$ cat config.mk
export PLATFORM = sky130hd
export DESIGN_NAME = wrf_rx_check
export DESIGN_NICKNAME = d
export VERILOG_FILES = /design/src/rtl/wrf_rx_check.sv
export SDC_FILE = /design/constraint.sdc
export NUM_CORES = 1
export LEC_CHECK = 0
export BUFFER_PORTS_ARGS = -buffer_cell sky130_fd_sc_hd__buf_4
export CAP_MARGIN = 20
export CORE_MARGIN = 4
export CORE_UTILIZATION = 45
export DETAILED_ROUTE_END_ITERATION = 12
export PLACE_DENSITY = 0.72
export SYNTH_ARGS = -nofsm -noshare
export SYNTH_HDL_FRONTEND = slang
export SYNTH_SLANG_ARGS = --single-unit
$ cat constraint.sdc
create_clock -name wrf_clk -period 4.2 [get_ports wrf_clk]
set_input_delay 0.21 -clock wrf_clk [delete_from_list [all_inputs] [get_ports wrf_clk]]
set_output_delay 0.21 -clock wrf_clk [all_outputs]
set_load 0.05 [all_outputs]
$ cat src/rtl/wrf_rx_check.sv
`default_nettype none
// ============================================================================
//  Module   : wrf_rx_check
//  Purpose  : WR fabric receive-side test-frame checker (Eth/IPv4/UDP header
//             fields, payload pattern) with per-frame verdict and counters.
//  Options  : define WRF_RX_CSUM_EN to also verify the IPv4 header checksum.
//  Revision : 1.0 - initial release
// ============================================================================
module wrf_rx_check #(
    parameter int          FRAME_WORDS  = 127,
    parameter logic [15:0] PAYLOAD_WORD = 16'h1234,
    parameter int          CNT_W        = 32
) (
    input  logic             wrf_clk,
    input  logic             wrf_rst_n,
    input  logic             wrf_valid,
    input  logic             wrf_last,
    input  logic [15:0]      wrf_data,
    output logic             wrf_ready,
    input  logic [47:0]      exp_dst_mac,
    input  logic [15:0]      exp_dst_port,
    input  logic             cnt_clear,
    output logic             frame_ok,
    output logic             frame_err,
    output logic [3:0]       err_code,
    output logic [CNT_W-1:0] ok_cnt,
    output logic [CNT_W-1:0] err_cnt
);

    typedef enum logic [2:0] {
        S_IDLE   = 3'd0,
        S_HDR    = 3'd1,
        S_PAY    = 3'd2,
        S_DROP   = 3'd3,
        S_REPORT = 3'd4
    } state_t;

    localparam logic [6:0] c_last_idx     = 7'(FRAME_WORDS - 1);
    localparam logic [6:0] c_pay_idx      = 7'd21;
    localparam logic [3:0] c_err_dst_mac  = 4'd1;
    localparam logic [3:0] c_err_ethtype  = 4'd2;
    localparam logic [3:0] c_err_ip_ver   = 4'd3;
    localparam logic [3:0] c_err_proto    = 4'd4;
    localparam logic [3:0] c_err_udp_port = 4'd5;
    localparam logic [3:0] c_err_payload  = 4'd6;
    localparam logic [3:0] c_err_runt     = 4'd7;
    localparam logic [3:0] c_err_oversize = 4'd8;
    localparam logic [3:0] c_err_csum     = 4'd9;

    state_t     r_state;
    logic [6:0] r_idx;
    logic [3:0] r_code;

    logic       w_accept;
    logic       w_csum_bad;
    logic [3:0] w_fld_code;
    logic [3:0] w_beat_code;
    logic [3:0] w_frame_code;

    assign w_accept = wrf_valid & wrf_ready;

`ifdef WRF_RX_CSUM_EN
    // Ones-complement running sum over IPv4 header words 7..16, carry folded back each beat.
    logic [15:0] r_csum;
    logic [15:0] w_csum_base;
    logic [16:0] w_csum_sum;
    logic [15:0] w_csum_fold;

    assign w_csum_base = (r_idx == 7'd7) ? 16'h0000 : r_csum;
    assign w_csum_sum  = {1'b0, w_csum_base} + {1'b0, wrf_data};
    assign w_csum_fold = w_csum_sum[15:0] + {15'd0, w_csum_sum[16]};
    assign w_csum_bad  = (w_csum_fold != 16'hFFFF);

    always_ff @(posedge wrf_clk or negedge wrf_rst_n) begin
        if (!wrf_rst_n) begin
            r_csum <= 16'h0000;
        end else if (w_accept && (r_idx >= 7'd7) && (r_idx <= 7'd16)) begin
            r_csum <= w_csum_fold;
        end
    end
`else
    assign w_csum_bad = 1'b0;
`endif

    always_comb begin
        w_fld_code = 4'd0;
        case (r_idx)
            7'd0:    if (wrf_data != exp_dst_mac[47:32]) w_fld_code = c_err_dst_mac;
            7'd1:    if (wrf_data != exp_dst_mac[31:16]) w_fld_code = c_err_dst_mac;
            7'd2:    if (wrf_data != exp_dst_mac[15:0])  w_fld_code = c_err_dst_mac;
            7'd6:    if (wrf_data != 16'h0800)           w_fld_code = c_err_ethtype;
            7'd7:    if (wrf_data[15:8] != 8'h45)        w_fld_code = c_err_ip_ver;
            7'd11:   if (wrf_data[7:0] != 8'h11)         w_fld_code = c_err_proto;
            7'd16:   if (w_csum_bad)                     w_fld_code = c_err_csum;
            7'd18:   if (wrf_data != exp_dst_port)       w_fld_code = c_err_udp_port;
            default: if ((r_idx >= c_pay_idx) && (wrf_data != PAYLOAD_WORD))
                         w_fld_code = c_err_payload;
        endcase
    end

    // A field error on a beat outranks the length verdict for that same beat.
    always_comb begin
        w_beat_code = 4'd0;
        if (w_fld_code != 4'd0)
            w_beat_code = w_fld_code;
        else if (wrf_last && (r_idx < c_last_idx))
            w_beat_code = c_err_runt;
        else if (!wrf_last && (r_idx == c_last_idx))
            w_beat_code = c_err_oversize;
    end

    assign w_frame_code = (r_code != 4'd0) ? r_code : w_beat_code;

    always_ff @(posedge wrf_clk or negedge wrf_rst_n) begin
        if (!wrf_rst_n) begin
            r_state   <= S_IDLE;
            r_idx     <= 7'd0;
            r_code    <= 4'd0;
            wrf_ready <= 1'b1;
            frame_ok  <= 1'b0;
            frame_err <= 1'b0;
            err_code  <= 4'd0;
        end else begin
            frame_ok  <= 1'b0;
            frame_err <= 1'b0;
            case (r_state)
                S_REPORT: begin
                    r_state   <= S_IDLE;
                    r_idx     <= 7'd0;
                    r_code    <= 4'd0;
                    wrf_ready <= 1'b1;
                end
                default: begin
                    if (w_accept) begin
                        if (r_idx != 7'h7F)
                            r_idx <= r_idx + 7'd1;
                        if (wrf_last) begin
                            r_state   <= S_REPORT;
                            wrf_ready <= 1'b0;
                            frame_ok  <= (w_frame_code == 4'd0);
                            frame_err <= (w_frame_code != 4'd0);
                            if (w_frame_code != 4'd0)
                                err_code <= w_frame_code;
                        end else if (w_frame_code != 4'd0) begin
                            r_state <= S_DROP;
                            r_code  <= w_frame_code;
                        end else if (r_idx >= (c_pay_idx - 7'd1)) begin
                            r_state <= S_PAY;
                        end else begin
                            r_state <= S_HDR;
                        end
                    end
                end
            endcase
        end
    end

    // Counters advance at the end of the report cycle so a same-cycle clear wins.
    always_ff @(posedge wrf_clk or negedge wrf_rst_n) begin
        if (!wrf_rst_n) begin
            ok_cnt  <= '0;
            err_cnt <= '0;
        end else if (cnt_clear) begin
            ok_cnt  <= '0;
            err_cnt <= '0;
        end else begin
            if (frame_ok && (ok_cnt != '1))
                ok_cnt <= ok_cnt + 1'b1;
            if (frame_err && (err_cnt != '1))
                err_cnt <= err_cnt + 1'b1;
        end
    end

endmodule
`default_nettype wire

==> impl_summary.md, run 1 <==
Status
The flow ran to the end, and the final reports show no timing, DRC or antenna violations.

Floorplan
The area of the die is 13970 um2. The die extent in y is 118.2 um. The number of I/O pins is 156. After floorplanning, the core was sized to cover 11660 um2.

The initial standard-cell utilization of the core is 46.87%. In this run the core area contains 39 standard-cell rows. Measured along the x axis, the die boundary spans 118.2 um.

Clock tree
The TritonCTS buffer count is 9. The later-pin clock latency in the skew report is 340 ps. Clock-pin slew was measured on the worst setup and hold paths at 60 ps. The CTS tree is done.

CTS saw 85 sinks. The clock root buffer is clkbuf_16. The post-CTS setup buffer count is 0. The level count of the clock H-tree is 3. The buffer depth of the longest clock path is 2.

Logic synthesis
dfrtp_1 takes more of the synthesized area than any other cell. The number of nets in the synthesized netlist is 727. After synthesis the cells add up to 5466 um2. After Yosys synthesis, full adders, half adders and majority gates account for 1.373% of the synthesized area. The async set or reset register ratio after synthesis is 100.0%.

Summing the areas of all compound-gate instances in the mapped netlist gives 16.25% of the synthesized area. The number of enable flip-flop cells after synthesis is 0. The average footprint of a synthesized cell is 8.595 um2. The xor/xnor cell area share of the yosys netlist is 10.25%. The dominant synthesized flop cell is dfrtp_1. The post-synthesis instance total is 636. The count of cell types in the netlist is 53. By area, the combinational part of the netlist is dominated by simple AND/OR/NAND/NOR gates.

The fraction of synthesized cell area taken by the top area cell type is 38.45%. The synthesized netlist devotes 29.05% of its cell area to simple gates. In the post-synthesis netlist, the biggest area contributors are dfrtp_1 38%, xnor2_1 5.8%, nor2_1 5.5%, xor2_1 4.5%, nand3_1 4.2%. In the synthesized netlist, mux cells make up 0.7324% of the area. The number of storage elements in the synthesis netlist is 85. The total number of yosys warnings is 0. The sequential element share of the synthesized area is 38.93%.

Timing
The final total negative setup slack is 0 ps. The number of pins with negative max-slew slack in the final report is 0. The worst path needs 3732 ps of the cycle, external delays included.

The count of endpoints failing hold in the final timing report is 0. The transition time of the tightest slew-check pin is 1036 ps. In the finished design, the share of the clock period the worst path needs comes to 88.85%.

Across the routed clock network, the largest skew measured is 5.281 ps. Setup violations remaining at the end of the flow were counted as 0. The worst-case headroom to the max-slew limit is 30.05%. Setup repair after global routing left no endpoint under its margin. Derived from the worst setup path, the maximum achievable clock frequency is 268.0 MHz.

Routing
After detailed routing, the average wire length per cell comes to 17.10 um. The first-pass iteration count of the detailed router is 5. The total detailed-routing wirelength is 15.94 mm. The initial DRC count is 390. The detail-routed via count per cell is 5.758. The total vias in the final route is 5366. The number of nets still failing antenna checks after routing is 0.

The DRC violation count after routing is 0.

Power and ir drop
The share of total power in the clock network is 27.8%. The internal power is 1.947 mW. The maximum VDD drop is 0.4111 mV.

The part of the power in registers is 30.9%. Of the total power, combinational logic draws 41.3%. In this run the static leakage power is 3.156 nW. Power spread over the standard cell area amounts to 441.1 nW/um2.

Net switching is 37.94% of the power. Summed over all nets, the switching power comes to 1.191 mW.

Setup path
The kind of end point of the critical path is a flop. In this design, the stage delay of the slowest critical-path cell is 570 ps. The critical path in this run is classified as reg2reg. The worst path required time is 4400 ps. The maximum fanout along the worst path is 12. The type of element launching the critical path is a flop. The most common cell type on the critical path is or4_1. The worst setup slack for register-to-register paths is 470 ps.

The data arrival at the endpoint of the critical path is 3940 ps. The signal on the critical path passes through inv_1, ha_1, buf_4, a22o_1, nand3_1, and3_1, or4_1, or4_1, or4_1, nand2_1, a41oi_1. The slowest stage of the critical path is the or4_1 cell.

Finish
The layout filler cell count is 1035. The share of post-route cells with drive strength above 1 is 24.21%. The post-route core utilization is 60.99%. The number of antenna diodes in the final layout is 0.

Compared with the post-synthesis result, the final layout area differs by 30.12%. The net count of the finished layout is 875. The final standard cell count with taps included and fillers excluded is 932. The multi-input combinational cells in the finished layout cover a total of 3152 um2.

The area occupied by registers is 2128 um2.

Global routing
Entering global routing, the biggest net connects 86 pins. The global-route wire length before repair is 26.39 mm. In the global route stage, overall resource usage came out at 22.76%. The aggregate global routing overflow is 0. The number of global-route vias before repair came to 5216. The initial antenna violation count came to 0.

Placed design
The routability congestion estimate from global placement is 0.8654. The number of I/O port buffers is 155. The number of placed instances, taps included, is 914. Once detailed placement completed, the half-perimeter wirelength came to 12.38 mm.

Flow run
The tool flagged a number of max-cap violations equal to 0.

Hold path
The worst hold path belongs to the class in2reg.
layout make-up:
class                      count  share of cell area, %
multi-input combinational    506                  44.31
sequential                    85                  29.92
timing repair buffer         164                  17.63
clock buffer                  10                  3.360
tap                          143                  2.515
clock inverter                 6                  1.319
inverter                      18                 0.9499
synth_stat cells, types with 3 or more instances:
master	n
nor3_1	16
ha_1	6
nand2b_1	6
xor2_1	28
nand2_1	40
xnor2_1	36
o21ai_0	21
o21bai_1	4
o31ai_1	19
nand3_1	46
nor4b_1	4
or4_1	8
clkbuf_1	21
nor4_1	11
and3_1	11
a21o_1	7
and2_1	7
and4_1	6
or3_1	21
a21oi_1	33
a211o_1	4
mux2i_1	4
inv_1	18
or2_2	5
nor2_1	80
dfrtp_1	84
a22o_1	16
nand4_1	29
o211ai_1	5
o21a_1	3
nand4b_1	7
cells in the final DEF, fill, tap and decap left out, types with 5 or more instances in the layout:
master | Yosys | routed
nor4_1 | 11 | 11
nand3_1 | 46 | 46
a21o_1 | 7 | 7
nand2_1 | 40 | 40
inv_1 | 18 | 18
a22o_1 | 16 | 16
a21oi_1 | 33 | 33
nand4b_1 | 7 | 7
o21ai_0 | 21 | 21
clkbuf_16 | 0 | 9
and2_1 | 7 | 7
nor3_1 | 16 | 16
or4_1 | 8 | 8
or3_1 | 21 | 21
o31ai_1 | 19 | 19
and4_1 | 6 | 6
buf_4 | 0 | 162
nor2_1 | 80 | 80
nand2b_1 | 6 | 6
xnor2_1 | 36 | 36
or2_2 | 5 | 5
nand4_1 | 29 | 29
xor2_1 | 28 | 28
dfrtp_1 | 84 | 84
ha_1 | 6 | 6
and3_1 | 11 | 11
o211ai_1 | 5 | 5
per-stage QoR:
step	hold slack (ps)	setup WS, ps	instance area, um2	power, mW
floorplan	-85.59	800.5	5466	1.893
global placement	461.9	586.9	6743	2.236
detailed placement	478.8	471.9	6743	2.262
CTS	103.7	457.7	7076	3.149
global route	235.6	96.16	7113	3.351
finish	212.3	468.2	7113	3.138
path summary, 6_finish.rpt:
kind / to / startpoint / depth (start not counted)
max: r_state[1] / r_idx[0] / 11
min: r_idx[6] / wrf_valid / 3
max reg2reg: r_state[1] / r_idx[0] / 11
min reg2reg: wrf_ready / wrf_ready / 2
max in group asynchronous: wrf_ready / wrf_rst_n / 3
min in group asynchronous: ok_cnt[27] / wrf_rst_n / 2
power by group through the flow:
stage	Clock, mW	Combinational, mW	Sequential, mW
2_1_floorplan	0	0.852	1.04
3_3_place_gp	0	1.26	0.977
3_5_place_dp	0	1.28	0.981
4_1_cts	0.894	1.29	0.968
5_1_grt	0.939	1.43	0.981
6_report	0.871	1.30	0.970
critical path: cells and delay by family (launching register included):
kind | cells | cell delay (ps)
and+or+nand+nor | 6 | 2010
adders and majority gates | 1 | 510
DFF | 1 | 420
buffers and inverters | 2 | 410
AOI/OAI and AO/OA | 2 | 250
logic make-up after synthesis:
group                    after synthesis
AO/OA/AOI/OAI                        129
adder cells (fa/ha/maj)                6
AND/OR/NAND/NOR                      303
flip-flops                            85
XOR/XNOR                              64
buffers and inverters                 45
multiplexers                           4
per-layer routing:
layer | wire length, um | vias to the layer above | global-route usage, %
li1 | - | 2624 | -
met1 | 7100 | 2573 | 30.21
met2 | 7955 | 154 | 38.62
met3 | 718 | 15 | 4.489
met4 | 166 | 0 | 5.128
met5 | 0 | - | 0
repair_timing:
| item | 4_1_cts | 5_1_grt |
|---|---|---|
| gates resized for setup | 0 | 0 |
| hold buffers | 0 | 1 |
| hold endpoints to repair | 0 | 21 |
state kept, by name (all words and copies together), names as in the netlist:
name / count
err_code: 4
ok_cnt: 32
frame_ok: 1
r_code: 4
wrf_ready: 1
frame_err: 1
r_idx: 7
r_state: 3
err_cnt: 32
Power figures use the tool's default switching activity.
==> run 2: changes to the inputs <==
--- a/config.mk
+++ b/config.mk
@@ -7,10 +7,14 @@
 export LEC_CHECK = 0
 export BUFFER_PORTS_ARGS = -buffer_cell sky130_fd_sc_hd__buf_4
 export CAP_MARGIN = 20
+export CELL_PAD_IN_SITES_DETAIL_PLACEMENT = 0
+export CELL_PAD_IN_SITES_GLOBAL_PLACEMENT = 2
 export CORE_MARGIN = 4
-export CORE_UTILIZATION = 45
+export CORE_UTILIZATION = 31
+export CTS_BUF_LIST = sky130_fd_sc_hd__clkbuf_16
 export DETAILED_ROUTE_END_ITERATION = 12
-export PLACE_DENSITY = 0.72
+export MAX_ROUTING_LAYER = met4
+export PLACE_DENSITY = 0.83
 export SYNTH_ARGS = -nofsm -noshare
 export SYNTH_HDL_FRONTEND = slang
 export SYNTH_SLANG_ARGS = --single-unit
==> run 2 against run 1 <==
Combinational power hardly changed. Final area grew 1.1%. Flip-flop and latch count stayed put. Critical endpoint unchanged. Utilization is 19 points lower. Largest cell class unchanged. First-iteration DRC count down 27%.
==> impl_summary.md, run 2 (synthesized netlist as in run 1, its figures left out) <==
Finish
The area occupied by registers came to 2128 um2 (unchanged). In the layout the commonest cells are 163 x buf_4, 84 x dfrtp_1, 80 x nor2_1. The total area of multi-input combinational cells is 3152 um2 (unchanged). The share of post-route cells with drive strength above 1 is 24.18% (-0.031 points). The largest registers in the layout are err_cnt: 32 flops, ok_cnt: 32 flops, r_idx: 7 flops. The layout overhead on the synthesized area is 31.54%. The most common cell after layout, fill and taps aside is buf_4. The net count reported at finish came to 876 (+0.11%). The antenna diode count is 0 (unchanged).

The post-route cell area was 7191 um2 (+1.1%). The layout filler cell count is 1759 (+70%).

Setup path
The type of element launching the critical path is a flop. The data arrival at the endpoint of the critical path is 3820 ps (-120 ps). The worst path required time was 4410 ps (about the same). In this run the worst setup path begins at r_idx[1].

In this run the worst setup path terminates at r_state[1]. The start-to-end type of the worst setup path is reg2reg. The maximum fanout along the worst path is 13 (+1). The worst setup slack for register-to-register paths is 590 ps (+120 ps). The kind of end point of the critical path is a flop. The cell depth of the worst flop-to-flop path was 11 (unchanged). The endpoint identified for the worst register-to-register timing path is r_state[1]. The origin of the critical flop-to-flop path is r_idx[1].

Power and ir drop
The cell leakage power was 3.146 nW (-0.33%). The proportion of power drawn by combinational gates came to 42.0% (+0.7 points). The share of total power in the clock network came to 26.2% (-1.6 points). The part of the power in registers came to 31.8% (+0.9 points). The switching power share of the total is 39.19% (+1.2 points). The switching component of the power is 1.203 mW (+1.0%). The maximum VDD drop was 0.2720 mV (-34%). The power density relative to cell area came to 426.7 nW/um2 (-3.3%). The internal power was 1.866 mW (-4.2%).

Floorplan
The area of the die came to 19820 um2 (+42%). The initial standard-cell utilization of the core is 31.60% (-15 points). The standard-cell row count is 48 (+23%). The placeable core region is 17300 um2 (+48%). The x dimension of the die is 140.8 um (+19%). The number of I/O pins is 156 (unchanged). The die extent in y is 140.8 um (+19%).

Clock tree
The tree is rooted in a clkbuf_16. The CTS tree is done. The level count of the clock H-tree is 3 (unchanged). The buffer depth of the longest clock path came to 2 (unchanged). The later-pin clock latency in the skew report is 350 ps (about the same). The post-CTS resize count is 0 (unchanged). The cts-stage hold buffer count came to 0 (unchanged). The post-CTS setup buffer count is 0 (unchanged). The number of clock sinks came to 85 (unchanged). The clock-pin slew on the worst setup and hold paths is 60 ps (about the same). The TritonCTS buffer count was 9 (unchanged).

Timing
The smallest setup slack after layout was 586.1 ps (+117.9 ps). The final total negative setup slack is 0 ps (unchanged). The minimum clock period after layout came to 3614 ps (-117.9 ps). The clock skew is 8.279 ps (+2.998 ps). Setup repair after global routing left no endpoint under its margin. The final setup violation count is 0 (unchanged). The transition time of the tightest slew-check pin is 869.2 ps (-166.5 ps).

The number of pins with negative max-slew slack in the final report was 0 (unchanged). The highest clock rate is 276.7 MHz (+3.3%). The count of endpoints failing hold in the final timing report is 0 (unchanged). The worst-case headroom to the max-slew limit is 41.52% (+11 points). The final cycle utilization of the critical path was 86.04% (-2.8 points).

Placed design
The setup slack after placement is 200.2 ps (-271.7 ps). The routability congestion estimate from global placement was 0.8426 (-2.6%). The post-DP HPWL is 12.91 mm (+4.3%). The number of I/O port buffers is 155 (unchanged). The placed cell area is 6845 um2 (+1.5%).

Routing
The first-pass iteration count of the detailed router is 4 (-1). The average routed wire per standard cell is 16.59 um (-3.0%). The detail-routed via count per cell is 5.260 (-8.6%). The initial DRC count is 285 (-27%). The DRC violation count after routing is 0 (unchanged).

The number of nets still failing antenna checks after routing is 0 (unchanged). The total vias in the final route was 5339 (-0.50%). The total detailed-routing wirelength came to 16.84 mm (+5.7%).

Global routing
The global routing met2 resource utilization is 28.05% (-11 points). In this run the most used layer during global routing was met2. The met1 usage was 23.16% (-7.0 points).

The global-route wire length before repair is 27.32 mm (+3.5%). The initial antenna violation count is 0 (unchanged). The met3 global-route usage is 3.155% (-1.3 points). The aggregate global routing overflow is 0 (unchanged). The global-route usage over all layers is 17.26% (-5.5 points). The pin count of the biggest net entering global routing is 86 (unchanged). The number of global-route vias before repair is 5177 (-0.75%).

Hold path
The number of cells on the worst hold path is 3 (unchanged). The path type of the worst min-delay path is in2reg.

Status
The run finished with clean final reports.

Flow run
The reported max-cap violation count came to 0 (unchanged).
[run 2: changes by cell type in the layout (fill, tap and decap cells not counted), sizes merged]
| cell | change |
|---|---|
| inv | +1 |
| bufinv | -1 |
| clkinvlp | +1 |
| clkbuf | -1 |
| buf | +1 |
[run 2: through the flow]
step / hold WS, ps / util, % / total power [mW] / cells
final: 201.2 / 41.57 / 3.068 / 1015
after global routing: 208.6 / 41.57 / 3.273 / 1015
after CTS: 112.4 / 41.31 / 3.081 / 1012
after detailed placement: 476.3 / 39.58 / 2.260 / 996
after global placement: 476.3 / 39.58 / 2.245 / 996
after floorplan: -85.59 / - / 1.893 / 636
[run 2: worst min-delay path by stage]
| stage | startpoint | end | slack (ps) |
|---|---|---|---|
| 2_1_floorplan | wrf_rst_n | err_cnt[0] | -90 |
| 3_3_place_gp | wrf_ready | wrf_ready | 480 |
| 3_5_place_dp | wrf_ready | wrf_ready | 480 |
| 4_1_cts | wrf_rst_n | ok_cnt[5] | 110 |
| 5_1_grt | wrf_valid | r_idx[6] | 210 |
| 6_report | wrf_valid | r_idx[6] | 200 |
[run 2: worst max-delay path, stage by stage, from the launching register on]
cell and delay, ps:
dfrtp_1 460, inv_1 110, ha_1 200, nor2_1 250, buf_4 270, o31ai_4 80, and3_1 190, or4_1 540
or4_1 580, or4_1 560, nand2_1 130, a41oi_1 110
[run 2: layer usage]
layer,vias to the layer above,routed length [um]
li1,2628,-
met1,2583,7877
met2,115,8143
met3,13,717
met4,0,103
met5,-,0
[run 2: final cells by class]
class / count / share of cell area (%)
Clock buffer: 9 / 3.132
Clock inverter: 7 / 1.044
Inverter: 18 / 0.9396
Multi-Input combinational cell: 506 / 43.83
Sequential cell: 85 / 29.60
Tap cell: 225 / 3.915
Timing Repair Buffer: 165 / 17.54
[run 2: power by group through the flow]
stage	logic, mW	registers, mW	clock network [mW]
finish	1.29	0.977	0.803
global route	1.42	0.988	0.869
CTS	1.27	0.975	0.835
detailed placement	1.27	0.988	0
global placement	1.26	0.988	0
floorplan	0.852	1.04	0
==> run 3: changes to the inputs <==
==> config.mk (replaced) <==
export PLATFORM = sky130hd
export DESIGN_NAME = wrf_rx_check
export DESIGN_NICKNAME = d
export VERILOG_FILES = /design/src/rtl/wrf_rx_check.sv
export SDC_FILE = /design/constraint.sdc
export NUM_CORES = 1
export LEC_CHECK = 0
export ABC_AREA = 1
export BUFFER_PORTS_ARGS = -buffer_cell sky130_fd_sc_hd__buf_4
export CAP_MARGIN = 20
export CELL_PAD_IN_SITES_DETAIL_PLACEMENT = 0
export CELL_PAD_IN_SITES_GLOBAL_PLACEMENT = 2
export CORE_UTILIZATION = 28
export CTS_BUF_LIST = sky130_fd_sc_hd__clkbuf_16
export DETAILED_ROUTE_END_ITERATION = 12
export MAX_ROUTING_LAYER = met4
export PLACE_DENSITY = 0.82
export RECOVER_POWER = 50
export SYNTH_ARGS = -nofsm -noshare
export SYNTH_HDL_FRONTEND = slang
export SYNTH_SLANG_ARGS = --single-unit
==> run 3 against run 2 <==
The flow now finishes with violations (capacitance limit, slew limit). First-iteration DRC count is 17% lower. Via count rose by 7.5%. Worst hold slack got worse by 2.4 ps. Final area down 1.3%. Die area up 3.4%. Count of clock-buffer cells in the layout unchanged. Non-clock buffer count fell by 6. Critical path type is now in2async. Largest power group unchanged. Highest routed layer unchanged.
==> impl_summary.md, run 3 <==
Logic synthesis
Yosys attributes the largest share of cell area to dfrtp_1 38%, nand2_1 17%, inv_1 8.2%, a21oi_1 5.4%, nor2_1 5.4%. The number of enable flip-flop cells after synthesis came to 0 (unchanged). The fraction of synthesized cell area taken by the top area cell type came to 37.69% (-0.77 points). By count the netlist is led by 246 x nand2_1, 122 x inv_1, 84 x dfrtp_1. The post-synthesis instance total is 828 (+30%). The count of cell types in the netlist is 39 (-26%). In the synthesized netlist the dominant register cell turns out to be dfrtp_1. The net count after synthesis is 919 (+26%). The average footprint of a synthesized cell is 6.737 um2 (-22%). The most frequent cell after synthesis is nand2_1.

The total number of yosys warnings is 0 (unchanged). The synthesized design spends more area on one cell type than any other, namely dfrtp_1. The async set or reset register ratio after synthesis was 100.0% (unchanged). The sequential element share of the synthesized area came to 38.16% (-0.78 points).

The number of storage elements in the synthesis netlist is 85 (unchanged). The area of the mapped netlist came to 5578 um2 (+2.0%).

Finish
Leaving out fill and tap cells, the most frequent cell in the layout is nand2_1. The antenna diode count is 0 (unchanged). In the layout the commonest cells are 246 x nand2_1, 122 x inv_1, 88 x buf_4. The net count reported at finish came to 1078 (+23%).

The layout overhead on the synthesized area is 27.21%. The share of post-route cells with drive strength above 1 is 13.31% (-11 points). The largest registers in the layout are err_cnt: 32 flops, ok_cnt: 32 flops, r_idx: 7 flops.

Timing
The clock skew is 13.92 ps (+5.638 ps). The transition time of the tightest slew-check pin is 2943 ps (+2074 ps). The final total negative setup slack was 0 ps (unchanged). The count of endpoints failing hold in the final timing report is 0 (unchanged). The worst-case headroom to the max-slew limit is -96.22% (-140 points).

Setup repair after global routing left no endpoint under its margin. The number of pins with negative max-slew slack in the final report was 54 (+54). The minimum clock period after layout came to 3083 ps (-530.4 ps). The final cycle utilization of the critical path is 73.42% (-13 points). The highest clock rate was 324.3 MHz (+17%). The final setup violation count is 0 (unchanged).

Routing
The total detailed-routing wirelength is 17.22 mm (+2.2%). The DRC violation count after routing came to 0 (unchanged). The total vias in the final route is 5738 (+7.5%).

The initial DRC count was 237 (-17%). The first-pass iteration count of the detailed router is 4 (unchanged). The detail-routed via count per cell is 4.565 (-13%). The number of nets still failing antenna checks after routing was 0 (unchanged). The average routed wire per standard cell is 13.70 um (-17%).

Clock tree
The later-pin clock latency in the skew report is 350 ps (about the same). The post-CTS resize count was 0 (unchanged). The clock-pin slew on the worst setup and hold paths is 70 ps (about the same).

The level count of the clock H-tree was 3 (unchanged). The TritonCTS buffer count is 9 (unchanged). The CTS tree is done.

The buffer depth of the longest clock path is 2 (unchanged). The clock root buffer is clkbuf_16. The number of clock sinks is 85 (unchanged).

Floorplan
The initial standard-cell utilization of the core is 28.57% (-3.0 points). The number of I/O pins came to 156 (unchanged). The area of the die is 20490 um2 (+3.4%).

The x dimension of the die is 143.1 um (+1.7%). The die extent in y was 143.1 um (+1.7%). The placeable core region is 19530 um2 (+13%).

The standard-cell row count is 51 (+6.3%).

Global routing
The global-route wire length before repair is 28.29 mm (+3.6%). The aggregate global routing overflow is 0 (unchanged). The pin count of the biggest net entering global routing came to 54 (-37%). The initial antenna violation count is 0 (unchanged). The number of global-route vias before repair is 5678 (+9.7%). The global-route usage over all layers is 18.14% (+0.88 points).

Power and ir drop
The power density relative to cell area is 438.2 nW/um2 (+2.7%). The cell leakage power is 3.307 nW (+5.1%). The maximum VDD drop is 0.2276 mV (-16%). The overall power of the completed layout is 3.110 mW (+1.3%).

Flow run
The reported max-cap violation count came to 1 (+1).

Hold path
The worst hold path belongs to the class in2reg.

Placed design
The routability congestion estimate from global placement is 0.8095 (-3.9%). The number of I/O port buffers is 155 (unchanged). The post-DP HPWL came to 13.71 mm (+6.2%).

Setup path
The worst setup path is launched from a primary input. Walking the worst path, the cells encountered are dlygate4sd3_1, clkbuf_1, buf_4. The biggest cell delay along the critical path is 2080 ps (+1500 ps).

The worst setup slack for register-to-register paths is 1200 ps (+610 ps). The critical path is of the in2async type. The worst path required time is 4650 ps (+240 ps). The kind of end point of the critical path is an async pin.

The slowest library cell on the worst path is clkbuf_1. The number of buffer and inverter stages on the critical path is 3 (+1). The data arrival at the endpoint of the critical path is 3530 ps (-290 ps). The maximum fanout along the worst path is 53 (+40). The kind of cell with the highest combined delay along the critical path is buffers and inverters.

Status
The flow ran to the end, but the final reports show violations. The final reports fail on capacitance limit, slew limit.
## run 3: timing repair
item	CTS	global route
buffers inserted	0	0
hold buffers	1	0
endpoints found under the hold margin	52	0
## run 3: kinds of logic after synthesis
group | count (synthesis) | synth area share, %
simple gates | 464 | 37.01
buf+inv | 137 | 9.623
compound gates | 126 | 12.29
flops | 85 | 38.16
xor+xnor | 10 | 1.570
fa+ha+maj | 6 | 1.346
## run 3: final timing paths
check,depth (start not counted),endpoint,startpoint
worst min-delay path,2,err_cnt[13],cnt_clear
max in group wrf_clk,19,ok_cnt[30],ok_cnt[0]
min in group asynchronous,2,err_cnt[27],wrf_rst_n
worst max-delay path,3,wrf_ready,wrf_rst_n
worst max register to register,19,ok_cnt[30],ok_cnt[0]
worst min register to register,2,err_code[1],err_code[1]
## run 3: per-layer routing
metal  vias up  routed length [um]  share of wire (%)  global-route usage [%]
li1       3003                   -                  -                       -
met4         0                 121               0.70                   4.018
met5         -                   0                  0                       -
met1      2613                8296                 48                   23.33
met3        10                 772                4.5                   3.655
met2       112                8025                 47                   29.22
## run 3: stage by stage
stage | util [%] | area [um2] | setup slack (ps) | hold WS (ps) | instances
finish | 36.34 | 7096 | 1117 | 198.9 | 1257
global route | 36.34 | 7096 | 529.4 | 188.0 | 1257
floorplan | - | 5578 | 1411 | -85.59 | 828
CTS | 37.67 | 7355 | 1182 | 180.5 | 1257
detailed placement | 36.11 | 7052 | 1204 | 307.9 | 1240
global placement | 35.97 | 7024 | 1170 | 319.6 | 1239
## run 3: report_power, final
group | switching, mW | internal, mW
registers | 0.0722 | 0.902
logic | 0.927 | 0.421
clock network | 0.372 | 0.415
total | 1.37 | 1.74
## run 3: area by class of cell
| type | instances | area, um2 |
|---|---|---|
| repair buffers | 159 | 957.2 |
| multi-input cells | 606 | 2913 |
| well taps | 265 | 331.6 |
| fillers | 2269 | 12430 |
| flip-flops and latches | 85 | 2128 |
| clock buffers | 9 | 225.2 |
| clock inverters | 7 | 67.56 |
| inverters | 126 | 473.0 |
## run 3: worst reg2reg max path: stages (launching register included)
cell     delay (ps)
dfrtp_1         400
ha_1            220
nand2_1          90
inv_1            40
nand4_1         110
nor2_1           60
nand3_1          90
nand2_1         130
nor2_1          200
nand2_1         130
nor2_2          170
nand2_1         110
nor3_1          220
nand2_1         100
inv_1           110
nand3_1         120
nor2_1          270
nand2_1         120
o21ai_1         140
a21oi_1          50
